--- src/rtl/fwd_pkg.sv ---
// fwd_pkg: shared types for the forwarding/stall controller.
// Forward-select codes, result kinds, stage entries and Tnew lookup.
package fwd_pkg;

  typedef enum logic [1:0] {
    SRC_PC8 = 2'd0,
    SRC_ALU = 2'd1,
    SRC_MEM = 2'd2
  } src_t;

  typedef enum logic [1:0] {
    STG_E = 2'd0,
    STG_M = 2'd1,
    STG_W = 2'd2
  } stg_t;

  localparam logic [2:0] FWD_PC8_M = 3'b000;
  localparam logic [2:0] FWD_ALU_M = 3'b001;
  localparam logic [2:0] FWD_RES_W = 3'b010;
  localparam logic [2:0] FWD_NONE  = 3'b011;

  typedef struct packed {
    logic [4:0] a3;
    src_t       src;
  } ent_t;

  localparam ent_t ENT_NOP = '{a3: 5'd0, src: SRC_ALU};

  function automatic logic [1:0] tnew(
    input stg_t stg,
    input src_t src
  );
    logic [1:0] t;
    t = 2'd0;
    unique case (1'b1)
      stg == STG_E && src == SRC_ALU: t = 2'd1;
      stg == STG_E && src == SRC_MEM: t = 2'd2;
      stg == STG_M && src == SRC_MEM: t = 2'd1;
      default:                        t = 2'd0;
    endcase
    return t;
  endfunction

  function automatic logic hit(
    input logic [4:0] rn,
    input logic [4:0] a3
  );
    return rn != 5'd0 && rn == a3;
  endfunction

endpackage

--- src/rtl/fwd_ctrl_if.sv ---
// fwd_ctrl_if: decode info from D into the controller,
// forward selects and stall back out to the datapath.
interface fwd_ctrl_if;

  logic [4:0] rs_D;
  logic [4:0] rt_D;
  logic [1:0] tuse_rs_D;
  logic [1:0] tuse_rt_D;
  logic [4:0] a3_D;
  logic [1:0] src_D;
  logic [2:0] FSel1_D;
  logic [2:0] FSel2_D;
  logic [2:0] FSel1_E;
  logic [2:0] FSel2_E;
  logic       stall;

  modport master (
    output rs_D, rt_D, tuse_rs_D, tuse_rt_D,
    output a3_D, src_D,
    input  FSel1_D, FSel2_D, FSel1_E, FSel2_E,
    input  stall
  );

  modport slave (
    input  rs_D, rt_D, tuse_rs_D, tuse_rt_D,
    input  a3_D, src_D,
    output FSel1_D, FSel2_D, FSel1_E, FSel2_E,
    output stall
  );

endinterface

--- src/rtl/fwd_sel.sv ---
// fwd_sel: picks the forward source for one operand register.
// M wins over W; M forwards only once its result is ready.
module fwd_sel
  import fwd_pkg::*;
(
  input  logic [4:0] rn,
  input  ent_t       ent_m,
  input  logic [4:0] a3_w,
  output logic [2:0] sel
);

  logic use_m;
  logic use_w;

  assign use_m = hit(rn, ent_m.a3)
              && tnew(STG_M, ent_m.src) == 2'd0;
  assign use_w = !use_m && hit(rn, a3_w);

  always_comb begin
    sel = FWD_NONE;
    unique case (1'b1)
      use_m: begin
        sel = (ent_m.src == SRC_PC8)
            ? FWD_PC8_M : FWD_ALU_M;
      end
      use_w:   sel = FWD_RES_W;
      default: sel = FWD_NONE;
    endcase
  end

endmodule

--- src/rtl/fwd_ctrl.sv ---
// fwd_ctrl: tracks E/M/W destinations and result kinds,
// drives D/E forward selects and the load-use stall.
module fwd_ctrl
  import fwd_pkg::*;
(
  input  logic       clk,
  input  logic       reset,
  fwd_ctrl_if.slave  bus
);

  ent_t       ent_d;
  ent_t       ent_e;
  ent_t       ent_m;
  logic [4:0] a3_w;
  logic [4:0] rs_E;
  logic [4:0] rt_E;
  logic       stall;
  logic       stall_rs;
  logic       stall_rt;

  assign ent_d = '{a3: bus.a3_D, src: src_t'(bus.src_D)};

  always_ff @(posedge clk) begin
    if (reset) begin
      ent_e <= ENT_NOP;
      ent_m <= ENT_NOP;
      a3_w  <= 5'd0;
      rs_E  <= 5'd0;
      rt_E  <= 5'd0;
    end else begin
      a3_w  <= ent_m.a3;
      ent_m <= ent_e;
      if (stall) begin
        ent_e <= ENT_NOP;
        rs_E  <= 5'd0;
        rt_E  <= 5'd0;
      end else begin
        ent_e <= ent_d;
        rs_E  <= bus.rs_D;
        rt_E  <= bus.rt_D;
      end
    end
  end

  // The youngest producer decides: an E hit hides any M hit.
  function automatic logic need_stall(
    input logic [4:0] rn,
    input logic [1:0] tuse,
    input ent_t       e,
    input ent_t       m
  );
    logic he;
    logic hm;
    he = hit(rn, e.a3);
    hm = hit(rn, m.a3);
    if (he) return tnew(STG_E, e.src) > tuse;
    return hm && tnew(STG_M, m.src) > tuse;
  endfunction

  assign stall_rs = need_stall(bus.rs_D, bus.tuse_rs_D,
                               ent_e, ent_m);
  assign stall_rt = need_stall(bus.rt_D, bus.tuse_rt_D,
                               ent_e, ent_m);
  assign stall    = stall_rs | stall_rt;
  assign bus.stall = stall;

  fwd_sel u_sel1_d (
    .rn    (bus.rs_D),
    .ent_m (ent_m),
    .a3_w  (a3_w),
    .sel   (bus.FSel1_D)
  );

  fwd_sel u_sel2_d (
    .rn    (bus.rt_D),
    .ent_m (ent_m),
    .a3_w  (a3_w),
    .sel   (bus.FSel2_D)
  );

  fwd_sel u_sel1_e (
    .rn    (rs_E),
    .ent_m (ent_m),
    .a3_w  (a3_w),
    .sel   (bus.FSel1_E)
  );

  fwd_sel u_sel2_e (
    .rn    (rt_E),
    .ent_m (ent_m),
    .a3_w  (a3_w),
    .sel   (bus.FSel2_E)
  );

endmodule

--- src/flat_wrapper.sv ---
// flat-port wrapper written by rule: the top's interface ports become plain ports
module fwd_ctrl_flat import fwd_pkg::*;
  (clk, reset, bus_rs_D, bus_rt_D, bus_tuse_rs_D, bus_tuse_rt_D, bus_a3_D, bus_src_D, bus_FSel1_D, bus_FSel2_D, bus_FSel1_E, bus_FSel2_E, bus_stall);
  fwd_ctrl_if bus_i ();
  input  logic clk;
  input  logic reset;
  input wire logic [$bits(bus_i.rs_D)-1:0] bus_rs_D;
  input wire logic [$bits(bus_i.rt_D)-1:0] bus_rt_D;
  input wire logic [$bits(bus_i.tuse_rs_D)-1:0] bus_tuse_rs_D;
  input wire logic [$bits(bus_i.tuse_rt_D)-1:0] bus_tuse_rt_D;
  input wire logic [$bits(bus_i.a3_D)-1:0] bus_a3_D;
  input wire logic [$bits(bus_i.src_D)-1:0] bus_src_D;
  output wire logic [$bits(bus_i.FSel1_D)-1:0] bus_FSel1_D;
  output wire logic [$bits(bus_i.FSel2_D)-1:0] bus_FSel2_D;
  output wire logic [$bits(bus_i.FSel1_E)-1:0] bus_FSel1_E;
  output wire logic [$bits(bus_i.FSel2_E)-1:0] bus_FSel2_E;
  output wire logic [$bits(bus_i.stall)-1:0] bus_stall;
  assign bus_i.rs_D = bus_rs_D;
  assign bus_i.rt_D = bus_rt_D;
  assign bus_i.tuse_rs_D = bus_tuse_rs_D;
  assign bus_i.tuse_rt_D = bus_tuse_rt_D;
  assign bus_i.a3_D = bus_a3_D;
  assign bus_i.src_D = bus_src_D;
  assign bus_FSel1_D = bus_i.FSel1_D;
  assign bus_FSel2_D = bus_i.FSel2_D;
  assign bus_FSel1_E = bus_i.FSel1_E;
  assign bus_FSel2_E = bus_i.FSel2_E;
  assign bus_stall = bus_i.stall;
  fwd_ctrl u_core (.clk(clk), .reset(reset), .bus(bus_i));
endmodule
--- config.mk ---
export PLATFORM = sky130hd
export DESIGN_NAME = fwd_ctrl_flat
export DESIGN_NICKNAME = d
export VERILOG_FILES = /design/src/rtl/fwd_pkg.sv /design/src/rtl/fwd_ctrl_if.sv /design/src/rtl/fwd_sel.sv /design/src/rtl/fwd_ctrl.sv /design/src/flat_wrapper.sv
export SDC_FILE = /design/constraint.sdc
export NUM_CORES = 1
export LEC_CHECK = 0
export BUFFER_PORTS_ARGS = -buffer_cell sky130_fd_sc_hd__buf_2
export CELL_PAD_IN_SITES_DETAIL_PLACEMENT = 1
export CELL_PAD_IN_SITES_GLOBAL_PLACEMENT = 1
export CORE_ASPECT_RATIO = 1.2
export CORE_MARGIN = 3
export CORE_UTILIZATION = 45
export CTS_CLUSTER_DIAMETER = 30
export DETAILED_ROUTE_END_ITERATION = 12
export HOLD_SLACK_MARGIN = 0.12
export PLACE_DENSITY = 0.87
export SLEW_MARGIN = 20
export SYNTH_ARGS = -nofsm -noshare
export SYNTH_HDL_FRONTEND = slang
export SYNTH_SLANG_ARGS = --single-unit
--- constraint.sdc ---
create_clock -name clk -period 3.61 [get_ports clk]
set_input_delay 0.361 -clock clk [delete_from_list [all_inputs] [get_ports clk]]
set_output_delay 0.361 -clock clk [all_outputs]
set_load 0.005 [all_outputs]
Yosys cells after proc, flatten, opt, wreduce, memory -nomap -nowiden
Cells that the tools add are included.
{"block": "totals", "wordCells": 73, "ff_bits": 29, "n_memories": 0, "latchBits": 0, "mem_bits_ro": 0, "ram_bits": 0}
{"block": "classes", "addsub": 0, "mul": 0, "bitwise": 1, "muxes": 17, "reduce_logical": 31, "n_lt_le_gt_ge": 4, "n_eq_ne": 13, "n_shift": 0, "div_mod_pow": 0}
{"cell": "equality test 5 bit", "n": 10}
{"cell": "logical AND 1 bit", "n": 20}
{"cell": "nonzero test 5 bit", "n": 4}
{"cell": "case mux 3 bit (2 select lines)", "n": 3}
{"cell": "greater-than comparator 2 bit", "n": 4}
{"cell": "two-way mux 1 bit", "n": 8}
{"cell": "two-way mux 2 bit", "n": 4}
{"cell": "case mux 2 bit (2 select lines)", "n": 2}
{"cell": "equality test 2 bit, second input constant", "n": 2}
{"cell": "logical NOT 1 bit", "n": 4}
{"cell": "logical NOT 2 bit", "n": 2}
{"cell": "equality test 2 x 1 -> 1 bit, second input constant", "n": 1}
{"cell": "OR reduction 2 bit", "n": 1}
{"cell": "OR 1 bit", "n": 1}

Logic depth before layout (Yosys ltp)
{"block": "logic_depth", "ltp_word": 9, "ltp_mapped": 8}

Cells and area by module
Synthesis repeated with hierarchy kept, for this count alone.
{"block": "hier_totals", "hier_cells": 210, "hier_area_um2": 1978.1}
{"module": "fwd_ctrl", "cells_each": 118, "area_per_inst_um2": 1332.5, "instances": 1}
{"module": "fwd_sel", "cells_each": 23, "area_per_inst_um2": 161.4, "instances": 4}

Worst setup path before layout
OpenSTA, ideal clock, no wires.
{"block": "synth_path", "path_type": "input to output", "from": "input bus_rt_D[0]", "to": "output bus_stall", "path_stages": 6, "path_slack_ns": 1.564, "n_path_buf": 1, "arrival_time_ns": 1.685, "cell_sequence": "or4_4 -> nor2_4 -> nor4_2 -> a32o_1 -> buf_6 -> or2_2"}
{"block": "synth_between", "elab_chain_len": 5}
{"element": "start, declared", "line": "flat_wrapper.sv:8", "source": "input wire logic [$bits(bus_i.rt_D)-1:0] bus_rt_D;"}
{"element": "equality test 5 bit or nonzero test 5 bit (tied branches)", "line": "fwd_pkg.sv:48", "source": "return rn != 5'd0 && rn == a3;"}
{"element": "logical AND 1 bit", "line": "fwd_pkg.sv:48"}
{"element": "two-way mux 1 bit or logical AND 1 bit (tied branches)", "line": "fwd_ctrl.sv:56, fwd_ctrl.sv:57"}
{"element": "two-way mux 1 bit *", "line": "fwd_ctrl.sv:57", "source": "return hm && tnew(STG_M, m.src) > tuse;"}
{"element": "OR 1 bit *", "line": "fwd_ctrl.sv:64", "source": "assign stall = stall_rs | stall_rt;"}
{"element": "end, declared", "line": "flat_wrapper.sv:17", "source": "output wire logic [$bits(bus_i.stall)-1:0] bus_stall;"}
Mark *: on every way between the ends. The rest lies on a longest branch, timed or not.

Worst setup path in the final report
{"block": "layout_path", "from": "register u_core.ent_e[1] (netlist bit)", "to": "output bus_stall"}
{"block": "layout_between", "elab_chain_len": 7}
{"element": "start, declared", "line": "fwd_ctrl.sv:12", "source": "ent_t ent_e;"}
{"element": "start signal, assigned", "line": "fwd_ctrl.sv:38", "source": "ent_e <= ent_d;"}
{"element": "equality test 2 bit or equality test 2 x 1 -> 1 bit (tied branches)", "line": "fwd_pkg.sv:37, fwd_pkg.sv:36"}
{"element": "case mux 2 bit (2 select lines) *", "line": "fwd_pkg.sv:35", "source": "unique case (1'b1)"}
{"element": "two-way mux 2 bit", "line": "fwd_ctrl.sv:56", "source": "if (he) return tnew(STG_E, e.src) > tuse;"}
{"element": "greater-than comparator 2 bit", "line": "fwd_ctrl.sv:56"}
{"element": "two-way mux 1 bit", "line": "fwd_ctrl.sv:56"}
{"element": "two-way mux 1 bit", "line": "fwd_ctrl.sv:57"}
{"element": "OR 1 bit *", "line": "fwd_ctrl.sv:64"}
Mark *: on every way between the ends. The rest lies on a longest branch, timed or not. The select of a mux whose other input is x is not followed.

==> results by group <==
Global route
  • Met3 Usage GRT: 0.0487
  • Vias in the first global route: 1,498
  • Grt met2 use: 0.383
  • First-pass GRT wire length: 7.76 mm
  • Initial antenna violation count: 0
  • Gr usage total: 0.215
  • Layer with the highest usage: met2
  • Total grt overflow: 0
  • Largest net degree at the start of global routing: 30
  • GR Layer Usage met1: 0.250

Clock network
  • CTS tree: built
  • H-tree depth: 2
  • Maximum clock path buffer count: 2
  • CTS root buf: clkbuf_8
  • CTS buffer count: 5
  • Post-CTS setup repair buffer count: 0
  • Clock latency at the later pin of the worst-skew pair: 0.28 ns
  • Sink Count: 29
  • Post_cts resized: 0
  • Clk slew on worst S/H paths: 0.07 ns
  • Hold_buf cts: 0

Die
  • Initial Utilization: 0.483
  • DIE AREA: 4830 um^2
  • Core area: 3750 um^2
  • Row count: 24
  • I/O Pins: 36
  • Die Ht: 75.6 um
  • Horiz. Die Dim: 64.0 um

Power and ir drop
  • Register share of total power: 0.423
  • Combinational share of power: 0.165
  • Net load switching power: 0.000223 W
  • Pleak: 0.877 nW
  • Clock power frac: 0.412
  • Areal power density over the cells: 410 nW/um^2
  • Sw frac: 0.260
  • Peak supply drop: 0.000379 V
  • Power Internal: 0.000632 W

Timing
  • Final Hold Fails: 0
  • Setup tns final: 0 ns
  • Fmax: 410 MHz
  • Period Utilization, post-route: 0.676
  • Worst Clk Skew: 0.00679 ns
  • Hold_ws: 0.291 ns
  • Worst Tran Pin Value: 0.564 ns
  • RSZ-0062 raised after global routing: false
  • Final setup viols: 0
  • Minimum clock period: 2.44 ns
  • Slew Viols, Final: 0
  • Slew HR: 0.624

Worst setup path
  • Slowest stage delay, CP: 0.33 ns
  • Crit path required time: 3.25 ns
  • Crit path launch type: flop
  • Critical Path AT: 2.08 ns
  • Crit end category: primary output
  • Crit path cell chain: nor2b_1 > ha_1 > a211o_1 > o22ai_1 > buf_4 > or2_2 > buf_2
  • Crit-path slowest cell: dfxtp_1
  • Crit Path Category: reg2out
  • CP max FO: 18

Worst hold path
  • Hold Path Class: in2reg

Yosys
  • Synthesized area: 1810 um^2
  • Post-synthesis sequential area ratio: 0.320
  • Most area-consuming cells after synthesis: dfxtp_1, xnor2_1, xor2_1
  • Syn Area/Cell: 9.35 um^2
  • Yosys reg bits: 29
  • Synth Instances: 194
  • Yosys warnings: 0
  • Area leader, netlist: dfxtp_1
  • Yosys top cell area share: 0.320
  • Netlist cell types: 33

Routing
  • Total number of vias: 1,457
  • Drt first pass iters: 4
  • Initial DRC Count: 78
  • Via density: 5.34
  • Post-route ant nets: 0
  • Average wire per standard cell: 18.0 um
  • Final WL: 4.91 mm
  • DRC violations left: 0

Placement
  • HPWL Detailed: 3.72 mm
  • GP Congestion: 0.863
  • Buffers on Ports: 31

Layout
  • Number of antenna diodes: 0
  • Nets: 249
  • Share of layout cells above drive strength 1: 0.249
  • Area grow syn2layout: 15.0%

Job
  • Maxcap violations: 0

Status
  • Status: finished clean
## synthesized netlist by cell type (all sizes together)
master	instances
inv	10
conb	1
nand3	7
nor3	3
nor2b	14
mux2i	2
clkbuf	9
a211o	2
a2111oi	1
nand2	5
nand2b	2
nor4b	10
a32o	1
or2	2
nor2	6
a21oi	2
or4	7
dfxtp	29
xnor2	26
o21ai	2
xor2	24
buf	8
nor4	12
ha	6
o22ai	1
nand4	2
## worst max-delay path, delay by kind of cell, from the launching register on
family	cells	cell delay (ns)
AOI/OAI and AO/OA	2	0.45
adders and majority gates	1	0.28
buffers and inverters	2	0.37
DFF	1	0.33
and+or+nand+nor	2	0.36
## routing by layer
layer	share of wire	vias up
met1	0.41	692
li1	-	702
met4	0.031	0
met3	0.045	18
met5	0	-
met2	0.52	45
## per-stage QoR
stage               instance area [um^2]  power, W   util  cells  setup WS, ns
floorplan                           1830  0.000458      -    197          1.56
global placement                    1970  0.000500  0.524    265          1.27
finish                              2090  0.000855  0.556    273          1.17
global route                        2090  0.000893  0.556    273         0.998
CTS                                 2090  0.000860  0.556    273          1.17
detailed placement                  1970  0.000506  0.524    265          1.23
## layout make-up
cell class	count	area, um^2
clock buffer	6	82.6
inverter	10	37.5
sequential	29	581
fill	455	1670
clock inverter	2	37.5
multi-input combinational	141	1110
tap	52	65.1
timing repair buffer	33	170
## kinds of logic (layout without fill, tap and decap cells)
| group | count (synthesis) | in the layout | synth area share |
|---|---|---|---|
| flops | 29 | 29 | 0.320 |
| fa+ha+maj | 6 | 6 | 0.0414 |
| xor+xnor | 50 | 50 | 0.241 |
| simple gates | 70 | 70 | 0.277 |
| other cells | 1 | 4 | 0.00207 |
| mux | 2 | 2 | 0.0110 |
| buf+inv | 27 | 51 | 0.0731 |
| compound gates | 9 | 9 | 0.0345 |
## registers in the layout, indices dropped and copies added (netlist names)
name,flops
u_core.ent_e,7
u_core.ent_m,7
u_core.rt_E,5
u_core.rs_E,5
u_core.a3_w,5
## path summary, 6_finish.rpt
check	endpoint	start	slack, ns	depth (start not counted)
max	bus_stall	u_core.ent_e[1]$_SDFF_PP0_	1.17	7
min	u_core.ent_e[0]$_SDFF_PP1_	bus_src_D[0]	0.29	2
max reg2reg	u_core.rs_E[1]$_SDFF_PP0_	u_core.ent_m[1]$_SDFF_PP0_	1.52	6
min reg2reg	u_core.ent_m[1]$_SDFF_PP0_	u_core.ent_e[1]$_SDFF_PP0_	0.47	1
## placed cells by master (no fill, tap or decap), types with 3 or more instances in the layout
cell	instances
buf_2	31
clkbuf_8	6
conb_1	4
dfxtp_1	29
ha_1	6
inv_1	10
nand2_1	5
nand3_1	7
nor2_1	4
nor2b_1	14
nor3_1	3
nor4_1	9
nor4_2	3
nor4b_1	6
nor4b_2	4
or4_1	4
or4_4	3
xnor2_1	26
xor2_1	24
## power by group through the flow
| stage | Sequential [W] | Clock, W | Combinational [W] |
|---|---|---|---|
| 2_1_floorplan | 0.000356 | 0 | 0.000102 |
| 3_3_place_gp | 0.000367 | 0 | 0.000133 |
| 3_5_place_dp | 0.000368 | 0 | 0.000138 |
| 4_1_cts | 0.000361 | 0.000358 | 0.000142 |
| 5_1_grt | 0.000363 | 0.000373 | 0.000157 |
| 6_report | 0.000362 | 0.000352 | 0.000141 |
Note: power is estimated with default switching activity, not from simulation.
